File: config.mk
export PLATFORM = sky130hd
export DESIGN_NAME = dac_reg_spi_arbiter
export DESIGN_NICKNAME = d
export VERILOG_FILES = /design/src/rtl/dac_reg_spi_arbiter.sv
export SDC_FILE = /design/constraint.sdc
export NUM_CORES = 1
export LEC_CHECK = 0
export CAP_MARGIN = 20
export CORE_MARGIN = 2
export CORE_UTILIZATION = 50
export CTS_CLUSTER_SIZE = 25
export DETAILED_ROUTE_END_ITERATION = 7
export PLACE_DENSITY = 0.76
export SYNTH_ARGS = -nofsm -noshare
export SYNTH_HDL_FRONTEND = slang
export SYNTH_SLANG_ARGS = --single-unit
File: constraint.sdc
create_clock -name clk -period 4.7 [get_ports clk]
set_input_delay 0.47 -clock clk [delete_from_list [all_inputs] [get_ports clk]]
set_output_delay 0.47 -clock clk [all_outputs]
set_load 0.005 [all_outputs]
File: src/rtl/dac_reg_spi_arbiter.sv
// Shares one DAC/register SPI master between the DAC sample path and the register writer.
// Optional DAC overrun counter output enabled by defining DAC_REG_ARB_OVERRUN_CNT_EN.
module dac_reg_spi_arbiter #(
    parameter int unsigned DATA_WIDTH = 8,
    parameter int unsigned CS_SETUP   = 2,
    parameter int unsigned CS_HOLD    = 2,
    parameter int unsigned TIMEOUT    = 255
) (
    input  logic                  clk,
    input  logic                  rst,
    input  logic                  dac_stb_i,
    input  logic [DATA_WIDTH-1:0] dac_data_i,
    output logic                  dac_ack_o,
    input  logic                  reg_stb_i,
    input  logic [DATA_WIDTH-1:0] reg_data_i,
    output logic                  reg_busy_o,
    output logic                  reg_ack_o,
    output logic                  spi_start_o,
    output logic [DATA_WIDTH-1:0] spi_data_in_o,
    input  logic                  spi_busy_i,
    input  logic                  spi_new_data_i,
    output logic [1:0]            cs_dac_reg_o,
    output logic                  timeout_err_o
`ifdef DAC_REG_ARB_OVERRUN_CNT_EN
    ,
    output logic [7:0]            dac_overrun_cnt_o
`endif
);

    localparam int unsigned ShMax = (CS_SETUP > CS_HOLD) ? CS_SETUP : CS_HOLD;
    localparam int unsigned ShW   = $clog2(ShMax + 1);
    localparam int unsigned ToW   = $clog2(TIMEOUT + 1);

    localparam logic [ShW-1:0] SetupLast = ShW'(CS_SETUP - 1);
    localparam logic [ShW-1:0] HoldLast  = ShW'(CS_HOLD - 1);
    localparam logic [ToW-1:0] ToLast    = ToW'(TIMEOUT - 1);

    localparam logic SelDac = 1'b0;
    localparam logic SelReg = 1'b1;

    typedef enum logic [2:0] {StIdle, StSetup, StStart, StXfer, StHold} state_e;

    state_e                state_q, state_d;
    logic                  sel_q, sel_d;
    logic [DATA_WIDTH-1:0] data_q, data_d;
    logic [DATA_WIDTH-1:0] dac_shadow_q, dac_shadow_d;
    logic [DATA_WIDTH-1:0] reg_shadow_q, reg_shadow_d;
    logic                  dac_pend_q, dac_pend_d;
    logic                  reg_pend_q, reg_pend_d;
    logic [ShW-1:0]        sh_cnt_q, sh_cnt_d;
    logic [ToW-1:0]        to_cnt_q, to_cnt_d;
    logic                  start_q, start_d;
    logic                  dac_ack_q, dac_ack_d;
    logic                  reg_ack_q, reg_ack_d;
    logic                  to_err_q, to_err_d;
    logic [1:0]            cs_q, cs_d;
    logic                  reg_busy_q, reg_busy_d;
    logic [7:0]            dac_ovr_q, dac_ovr_d;

    always_comb begin
        state_d      = state_q;
        sel_d        = sel_q;
        data_d       = data_q;
        dac_shadow_d = dac_shadow_q;
        reg_shadow_d = reg_shadow_q;
        dac_pend_d   = dac_pend_q;
        reg_pend_d   = reg_pend_q;
        sh_cnt_d     = sh_cnt_q;
        to_cnt_d     = to_cnt_q;
        start_d      = 1'b0;
        dac_ack_d    = 1'b0;
        reg_ack_d    = 1'b0;
        to_err_d     = 1'b0;
        dac_ovr_d    = dac_ovr_q;

        if (dac_stb_i) begin
            dac_pend_d   = 1'b1;
            dac_shadow_d = dac_data_i;
            if (dac_pend_q && dac_ovr_q != 8'hFF) begin
                dac_ovr_d = dac_ovr_q + 8'd1;
            end
        end
        if (reg_stb_i && !reg_busy_q) begin
            reg_pend_d   = 1'b1;
            reg_shadow_d = reg_data_i;
        end

        case (state_q)
            StIdle: begin
                if (dac_pend_q) begin
                    sel_d    = SelDac;
                    // A strobe arriving with the grant keeps the new word pending
                    if (!dac_stb_i) dac_pend_d = 1'b0;
                    data_d   = dac_shadow_q;
                    sh_cnt_d = '0;
                    state_d  = StSetup;
                end else if (reg_pend_q) begin
                    sel_d      = SelReg;
                    reg_pend_d = 1'b0;
                    data_d     = reg_shadow_q;
                    sh_cnt_d   = '0;
                    state_d    = StSetup;
                end
            end
            StSetup: begin
                if (sh_cnt_q == SetupLast) begin
                    state_d = StStart;
                    start_d = !spi_busy_i;
                end else begin
                    sh_cnt_d = sh_cnt_q + ShW'(1);
                end
            end
            StStart: begin
                if (start_q) begin
                    state_d  = StXfer;
                    to_cnt_d = '0;
                end else if (!spi_busy_i) begin
                    start_d = 1'b1;
                end
            end
            StXfer: begin
                if (spi_new_data_i) begin
                    state_d   = StHold;
                    sh_cnt_d  = '0;
                    dac_ack_d = (sel_q == SelDac);
                    reg_ack_d = (sel_q == SelReg);
                end else if (to_cnt_q == ToLast) begin
                    state_d  = StHold;
                    sh_cnt_d = '0;
                    to_err_d = 1'b1;
                end else begin
                    to_cnt_d = to_cnt_q + ToW'(1);
                end
            end
            StHold: begin
                if (sh_cnt_q == HoldLast) begin
                    state_d = StIdle;
                end else begin
                    sh_cnt_d = sh_cnt_q + ShW'(1);
                end
            end
            default: state_d = StIdle;
        endcase

        // Decode from next state so the registered outputs line up with the state
        if (state_d == StIdle) begin
            cs_d = 2'b11;
        end else begin
            cs_d = (sel_d == SelReg) ? 2'b10 : 2'b01;
        end
        reg_busy_d = reg_pend_d || ((state_d != StIdle) && (sel_d == SelReg));
    end

    always_ff @(posedge clk or posedge rst) begin
        if (rst) begin
            state_q      <= StIdle;
            sel_q        <= SelDac;
            data_q       <= '0;
            dac_shadow_q <= '0;
            reg_shadow_q <= '0;
            dac_pend_q   <= 1'b0;
            reg_pend_q   <= 1'b0;
            sh_cnt_q     <= '0;
            to_cnt_q     <= '0;
            start_q      <= 1'b0;
            dac_ack_q    <= 1'b0;
            reg_ack_q    <= 1'b0;
            to_err_q     <= 1'b0;
            cs_q         <= 2'b11;
            reg_busy_q   <= 1'b0;
            dac_ovr_q    <= 8'h00;
        end else begin
            state_q      <= state_d;
            sel_q        <= sel_d;
            data_q       <= data_d;
            dac_shadow_q <= dac_shadow_d;
            reg_shadow_q <= reg_shadow_d;
            dac_pend_q   <= dac_pend_d;
            reg_pend_q   <= reg_pend_d;
            sh_cnt_q     <= sh_cnt_d;
            to_cnt_q     <= to_cnt_d;
            start_q      <= start_d;
            dac_ack_q    <= dac_ack_d;
            reg_ack_q    <= reg_ack_d;
            to_err_q     <= to_err_d;
            cs_q         <= cs_d;
            reg_busy_q   <= reg_busy_d;
            dac_ovr_q    <= dac_ovr_d;
        end
    end

    assign dac_ack_o     = dac_ack_q;
    assign reg_ack_o     = reg_ack_q;
    assign reg_busy_o    = reg_busy_q;
    assign spi_start_o   = start_q;
    assign spi_data_in_o = data_q;
    assign cs_dac_reg_o  = cs_q;
    assign timeout_err_o = to_err_q;

`ifdef DAC_REG_ARB_OVERRUN_CNT_EN
    assign dac_overrun_cnt_o = dac_ovr_q;
`else
    logic unused_ovr;
    assign unused_ovr = ^dac_ovr_q;
`endif

endmodule
==> results of run 1 <==
cell usage after synthesis (all sizes together) (3+ instances only):
cell	n	area share [%]
nand4	5	1.5
or3	3	0.87
ha	3	1.7
dfrtp	45	52
a21oi	20	4.7
o31ai	5	1.7
nor2	14	2.4
inv	6	1.0
nor2b	4	1.5
o21ai	7	1.6
or4	3	1.0
mux2	16	8.4
mux2i	8	3.7
nand3	3	0.70
buf	8	2.0
nand2	10	1.7
worst register-to-register path, cell delays in order, from the launching register on:
cell and delay [ns]:
dfrtp_1 0.73, or2_2 0.24, o2111ai_2 0.26, or4_1 0.57, a21oi_1 0.14
registers in the layout, indices dropped and copies added (netlist names):
name / cells
reg_shadow_q: 8
timeout_err_o: 1
spi_data_in_o: 8
reg_pend_q: 1
dac_ack_o: 1
dac_shadow_q: 8
reg_busy_o: 1
sel_q: 1
reg_ack_o: 1
spi_start_o: 1
dac_pend_q: 1
state_q: 3
cs_dac_reg_o: 2
to_cnt_q: 8
sh_cnt_q: 2
worst max path at each step:
stage                        start          end
floorplan                      rst    dac_ack_o
global placement    spi_new_data_i  to_cnt_q[7]
detailed placement  spi_new_data_i  to_cnt_q[7]
CTS                     state_q[0]  to_cnt_q[7]
global route            state_q[0]  to_cnt_q[5]
finish                  state_q[0]  to_cnt_q[7]
metrics by stage:
stage / setup WS [ns] / power [mW] / area (µm²) / instances / hold slack [ns]
2_1_floorplan: 3.117 / 1.052 / 2150 / 191 / 0.4472
3_3_place_gp: 2.555 / 1.221 / 2530 / 268 / 0.4623
3_5_place_dp: 2.534 / 1.257 / 2530 / 268 / 0.4745
4_1_cts: 2.697 / 1.563 / 2646 / 276 / 0.4892
5_1_grt: 2.522 / 1.663 / 2646 / 276 / 0.5027
6_report: 2.685 / 1.552 / 2646 / 276 / 0.4802
metal layers:
metal / global-route usage, % / vias up / share of wire, %
met5: 0 / - / 0
met4: 7.625 / 0 / 1.7
met3: 3.779 / 7 / 4.1
met2: 31.20 / 38 / 48
met1: 25.17 / 768 / 46
li1: - / 763 / -
logic make-up (layout without fill, tap and decap cells):
kind of cell	Yosys count	after routing	share of synthesized area, %
DFF	47	47	54.83
AOI/OAI and AO/OA	46	46	13.80
muxes	24	24	12.11
buffers and inverters	16	51	3.376
and+or+nand+nor	54	54	13.74
xor gates and xnor gates	1	1	0.4075
adders and majority gates	3	3	1.746
where the power goes:
part           switching, mW  internal [mW]  leakage [nW]  total, mW
Clock                  0.141          0.161        0.0587      0.302
Sequential             0.147          0.548         0.569      0.696
Combinational          0.259          0.296         0.474      0.555
cell type report:
type | instances | share of cell area, %
tap | 50 | 2.364
timing repair buffer | 37 | 13.90
multi-input combinational | 128 | 33.95
inverter | 6 | 0.8511
clock inverter | 3 | 1.797
sequential | 47 | 44.54
clock buffer | 5 | 2.600
==> results.ini, run 1 <==
[status]
status = completed

[clock_network]
cts.sinks = 47
ctsHoldBuffers = 0
clk_pin_slew_ns = 0.09
cts.htree.levels = 2
cts_buffers = 5
ctsResizeCount = 0
cts_tree = built
cts_root_buffer = clkbuf_8
postCtsSetupBuffers = 0
insertion_delay_ns = 0.30
clockBufferDepth = 2

[sta]
fmax_ghz = 0.4964
min_period_ns = 2.015
drv_slew = 0
final_hold_viol_count = 0
min_period_over_period_pct = 42.86
clock_skew_ns = 0.009515
rsz0062_at_grt = no
final.setup.tns_ns = 0
setup_violations = 0
slew_headroom_pct = 37.16
worst_pin_slew_ns = 0.9299

[floorplan]
die_w_um = 69.57
num_rows = 23
dieHeight_um = 69.57
io_pins = 37
die_area_um2 = 4839
core-area_um2 = 4058
initial_utilization_pct = 52.98

[hold_path]
hold_end = sh_cnt_q[0]
min_from = sh_cnt_q[0]
holdPathStages = 1
hp-class = reg2reg

[layout]
diodes = 0
drive_above_1_share_pct = 14.16
fin_nets = 250
utilization_pct = 65.22
regArea_um2 = 1179
final_cell_mix = 45 x dfrtp_1, 36 x clkdlybuf4s50_1, 20 x a21oi_1
final_common_cell = dfrtp_1
fillers = 311
multi_input_area_um2 = 898.4
area_growth_syn_to_layout_pct = 23.11

[synth]
ys_ff_latch = 47
synth-seq-area-share_pct = 54.83
yosys_warnings = 0
avgSynthCellArea_um2 = 11.25
syn_inst = 191
synthFlopType = dfrtp_1
synth_area_um2 = 2150
syn_nets = 216
synth_edf_count = 0
synthDistinctLibCells = 44
async_flop_share_pct = 100.0

[routing]
vias = 1576
first_iter_violations = 147
wl_um = 4318
route.detailed.drc = 0
routed_via_density = 5.710
routedWlPerCell_um = 15.64
ant_nets = 0
drtPass1Iterations = 4

[worst_setup_path]
crit_family = simple AND/OR/NAND/NOR gates
rr_worst_depth = 4
crit_fanout = 20
crit_buf_inv = 0
rrSetupSlack_ns = 2.69
critPathArrivalTime_ns = 2.25
rr_startpoint = state_q[0]
cp_data_required_time_ns = 4.93
crit_path_cell_trace = or2_2 -> o2111ai_2 -> or4_1 -> a21oi_1
crit_type = reg2reg
start_kind = flip-flop
max_stage_delay_ns = 0.73
cp.depth = 4
cp_slowest_cell = dfrtp_1
timing.rr.end = to_cnt_q[7]
cp-end-kind = flip-flop

[global_route]
track_usage_pct = 19.13
antenna_found_initial = 0
grt_pass1_wl_um = 7369
gr-total-overflow = 0
grt_max_degree = 48
grt_pass1_vias = 1582

[placed_design]
finalWeightedCongestion = 0.8782
port_buffers = 36
dp.final_hpwl_um = 3072

[flow_run]
drv_cap = 0

[power_and_ir_drop]
power_per_cell_area_nw_per_um2 = 586.6
p_leak_nw = 1.102
ir_worst_vdd_v = 0.0003126

Note: power is estimated with default switching activity, not from simulation.
==> inputs of run 2 (changes only) <==
--- a/config.mk
+++ b/config.mk
@@ -7,10 +7,10 @@
 export LEC_CHECK = 0
 export CAP_MARGIN = 20
 export CORE_MARGIN = 2
-export CORE_UTILIZATION = 50
+export CORE_UTILIZATION = 47
 export CTS_CLUSTER_SIZE = 25
 export DETAILED_ROUTE_END_ITERATION = 7
-export PLACE_DENSITY = 0.76
+export PLACE_DENSITY = 0.75
 export SYNTH_ARGS = -nofsm -noshare
 export SYNTH_HDL_FRONTEND = slang
 export SYNTH_SLANG_ARGS = --single-unit
==> constraint.sdc (replaced) <==
create_clock -name clk -period 1.7 [get_ports clk]
set_input_delay 0.17 -clock clk [delete_from_list [all_inputs] [get_ports clk]]
set_output_delay 0.17 -clock clk [all_outputs]
set_load 0.005 [all_outputs]
==> results.ini, run 2 (synthesis gave the netlist of run 1 again) <==
[power_and_ir_drop]
clkPwrFrac_pct = 15.0
p_sw_mw = 1.510
swShare_pct = 34.66
seqPwrFrac_pct = 42.1
p_comb_share_pct = 42.9
ir_worst_vdd_v = 0.0007915
power_mw = 4.356
p_leak_nw = 1.168
p_int_mw = 2.846
power_per_cell_area_nw_per_um2 = 1565

[clock_network]
clk_pin_slew_ns = 0.09
cts.sinks = 47
cts_root_buffer = clkbuf_8
clockBufferDepth = 2
cts_buffers = 5
cts.htree.levels = 2
cts_tree = built
ctsHoldBuffers = 0
insertion_delay_ns = 0.30

[worst_setup_path]
cp_data_required_time_ns = 1.93
crit_type = reg2reg
crit_fanout = 8
start_kind = flip-flop
cp-end-kind = flip-flop
critPathArrivalTime_ns = 1.85

[sta]
worst_pin_slew_ns = 0.4207
clock_skew_ns = 0.006997
drv_slew = 0
min_period_ns = 1.620
rsz0062_at_grt = yes
setup_violations = 0
fmax_ghz = 0.6174
min_period_over_period_pct = 95.27
final.setup.tns_ns = 0
hold_ws_ns = 0.2207
slew_headroom_pct = 71.87
final_hold_viol_count = 0

[global_route]
grt_max_degree = 48
track_usage_pct = 17.98
grt_pass1_wl_um = 7196
gr-total-overflow = 0
antenna_found_initial = 0
grt_pass1_vias = 1642

[routing]
ant_nets = 0
drtPass1Iterations = 6
route.detailed.drc = 0
wl_um = 4238
first_iter_violations = 99
routed_via_density = 5.613
vias = 1639
routedWlPerCell_um = 14.51

[layout]
final_cell_mix = 44 x dfrtp_1, 36 x clkdlybuf4s50_1, 18 x a21oi_1
final_common_cell = dfrtp_1
final_area_um2 = 2783
area_growth_syn_to_layout_pct = 29.45
drive_above_1_share_pct = 22.08
fillers = 339
regArea_um2 = 1180
diodes = 0
fin_nets = 264
multi_input_area_um2 = 928.4
final_cells = 292

[placed_design]
placed_cells = 282
placed_cell_area_um2 = 2648
finalWeightedCongestion = 0.8026
dp.final_hpwl_um = 2914
port_buffers = 36

[floorplan]
num_rows = 24
die_area_um2 = 5130
core-area_um2 = 4384
die_w_um = 71.63
dieHeight_um = 71.63
initial_utilization_pct = 49.03
io_pins = 37

[hold_path]
hp-class = in2async

[status]
status = completed

[flow_run]
drv_cap = 0

==> run 2: worst max-delay path, stage by stage, from the launching register on <==
cell and delay [ns]:
dfrtp_1 0.36, inv_2 0.06, ha_4 0.16, nand4_1 0.13, o2111ai_2 0.19, buf_6 0.18
or3_4 0.36, a21oi_2 0.11
==> run 2: timing repair <==
item	in CTS	in global routing
endpoints found under the setup margin	0	7
buffers inserted	0	2
gates resized for setup	0	9
==> run 2: path summary, 6_finish.rpt <==
path,start,endpoint,slack (ns),depth (start not counted)
min reg2reg,sh_cnt_q[0],sh_cnt_q[0],0.48,1
max in group asynchronous,rst,cs_dac_reg_o[1],1.20,3
max,to_cnt_q[0],to_cnt_q[3],0.08,7
min,rst,spi_data_in_o[2],0.22,3
min in group clk,spi_busy_i,spi_start_o,0.42,2
max reg2reg,to_cnt_q[0],to_cnt_q[3],0.08,7
==> run 2: metrics by stage <==
step | setup WS (ns) | utilization, %
floorplan | 0.1176 | -
global placement | 0.06856 | 60.39
detailed placement | 0.03621 | 60.39
CTS | 0.007854 | 62.33
global route | -0.01166 | 63.47
finish | 0.08038 | 63.47
==> run 2: area by class of cell <==
type | instances | area share (%)
flip-flops and latches | 47 | 42.40
multi-input cells | 128 | 33.36
repair buffers | 51 | 18.03
clock buffers | 6 | 2.608
well taps | 52 | 2.338
inverters | 6 | 0.8094
clock inverters | 2 | 0.4496
==> run 2: power groups by stage <==
| stage | combinational [mW] | sequential (mW) | clock, mW |
|---|---|---|---|
| after floorplan | 1.16 | 1.75 | 0 |
| after global placement | 1.75 | 1.84 | 0 |
| after detailed placement | 1.80 | 1.84 | 0 |
| after CTS | 1.81 | 1.82 | 0.675 |
| after global routing | 2.08 | 1.89 | 0.721 |
| final | 1.87 | 1.83 | 0.655 |
==> run 2: per-layer routing <==
metal / share of wire [%] / global-route usage (%)
met3: 3.8 / 4.501
met5: 0 / 0
met2: 47 / 28.91
met1: 48 / 23.64
met4: 1.4 / 6.709
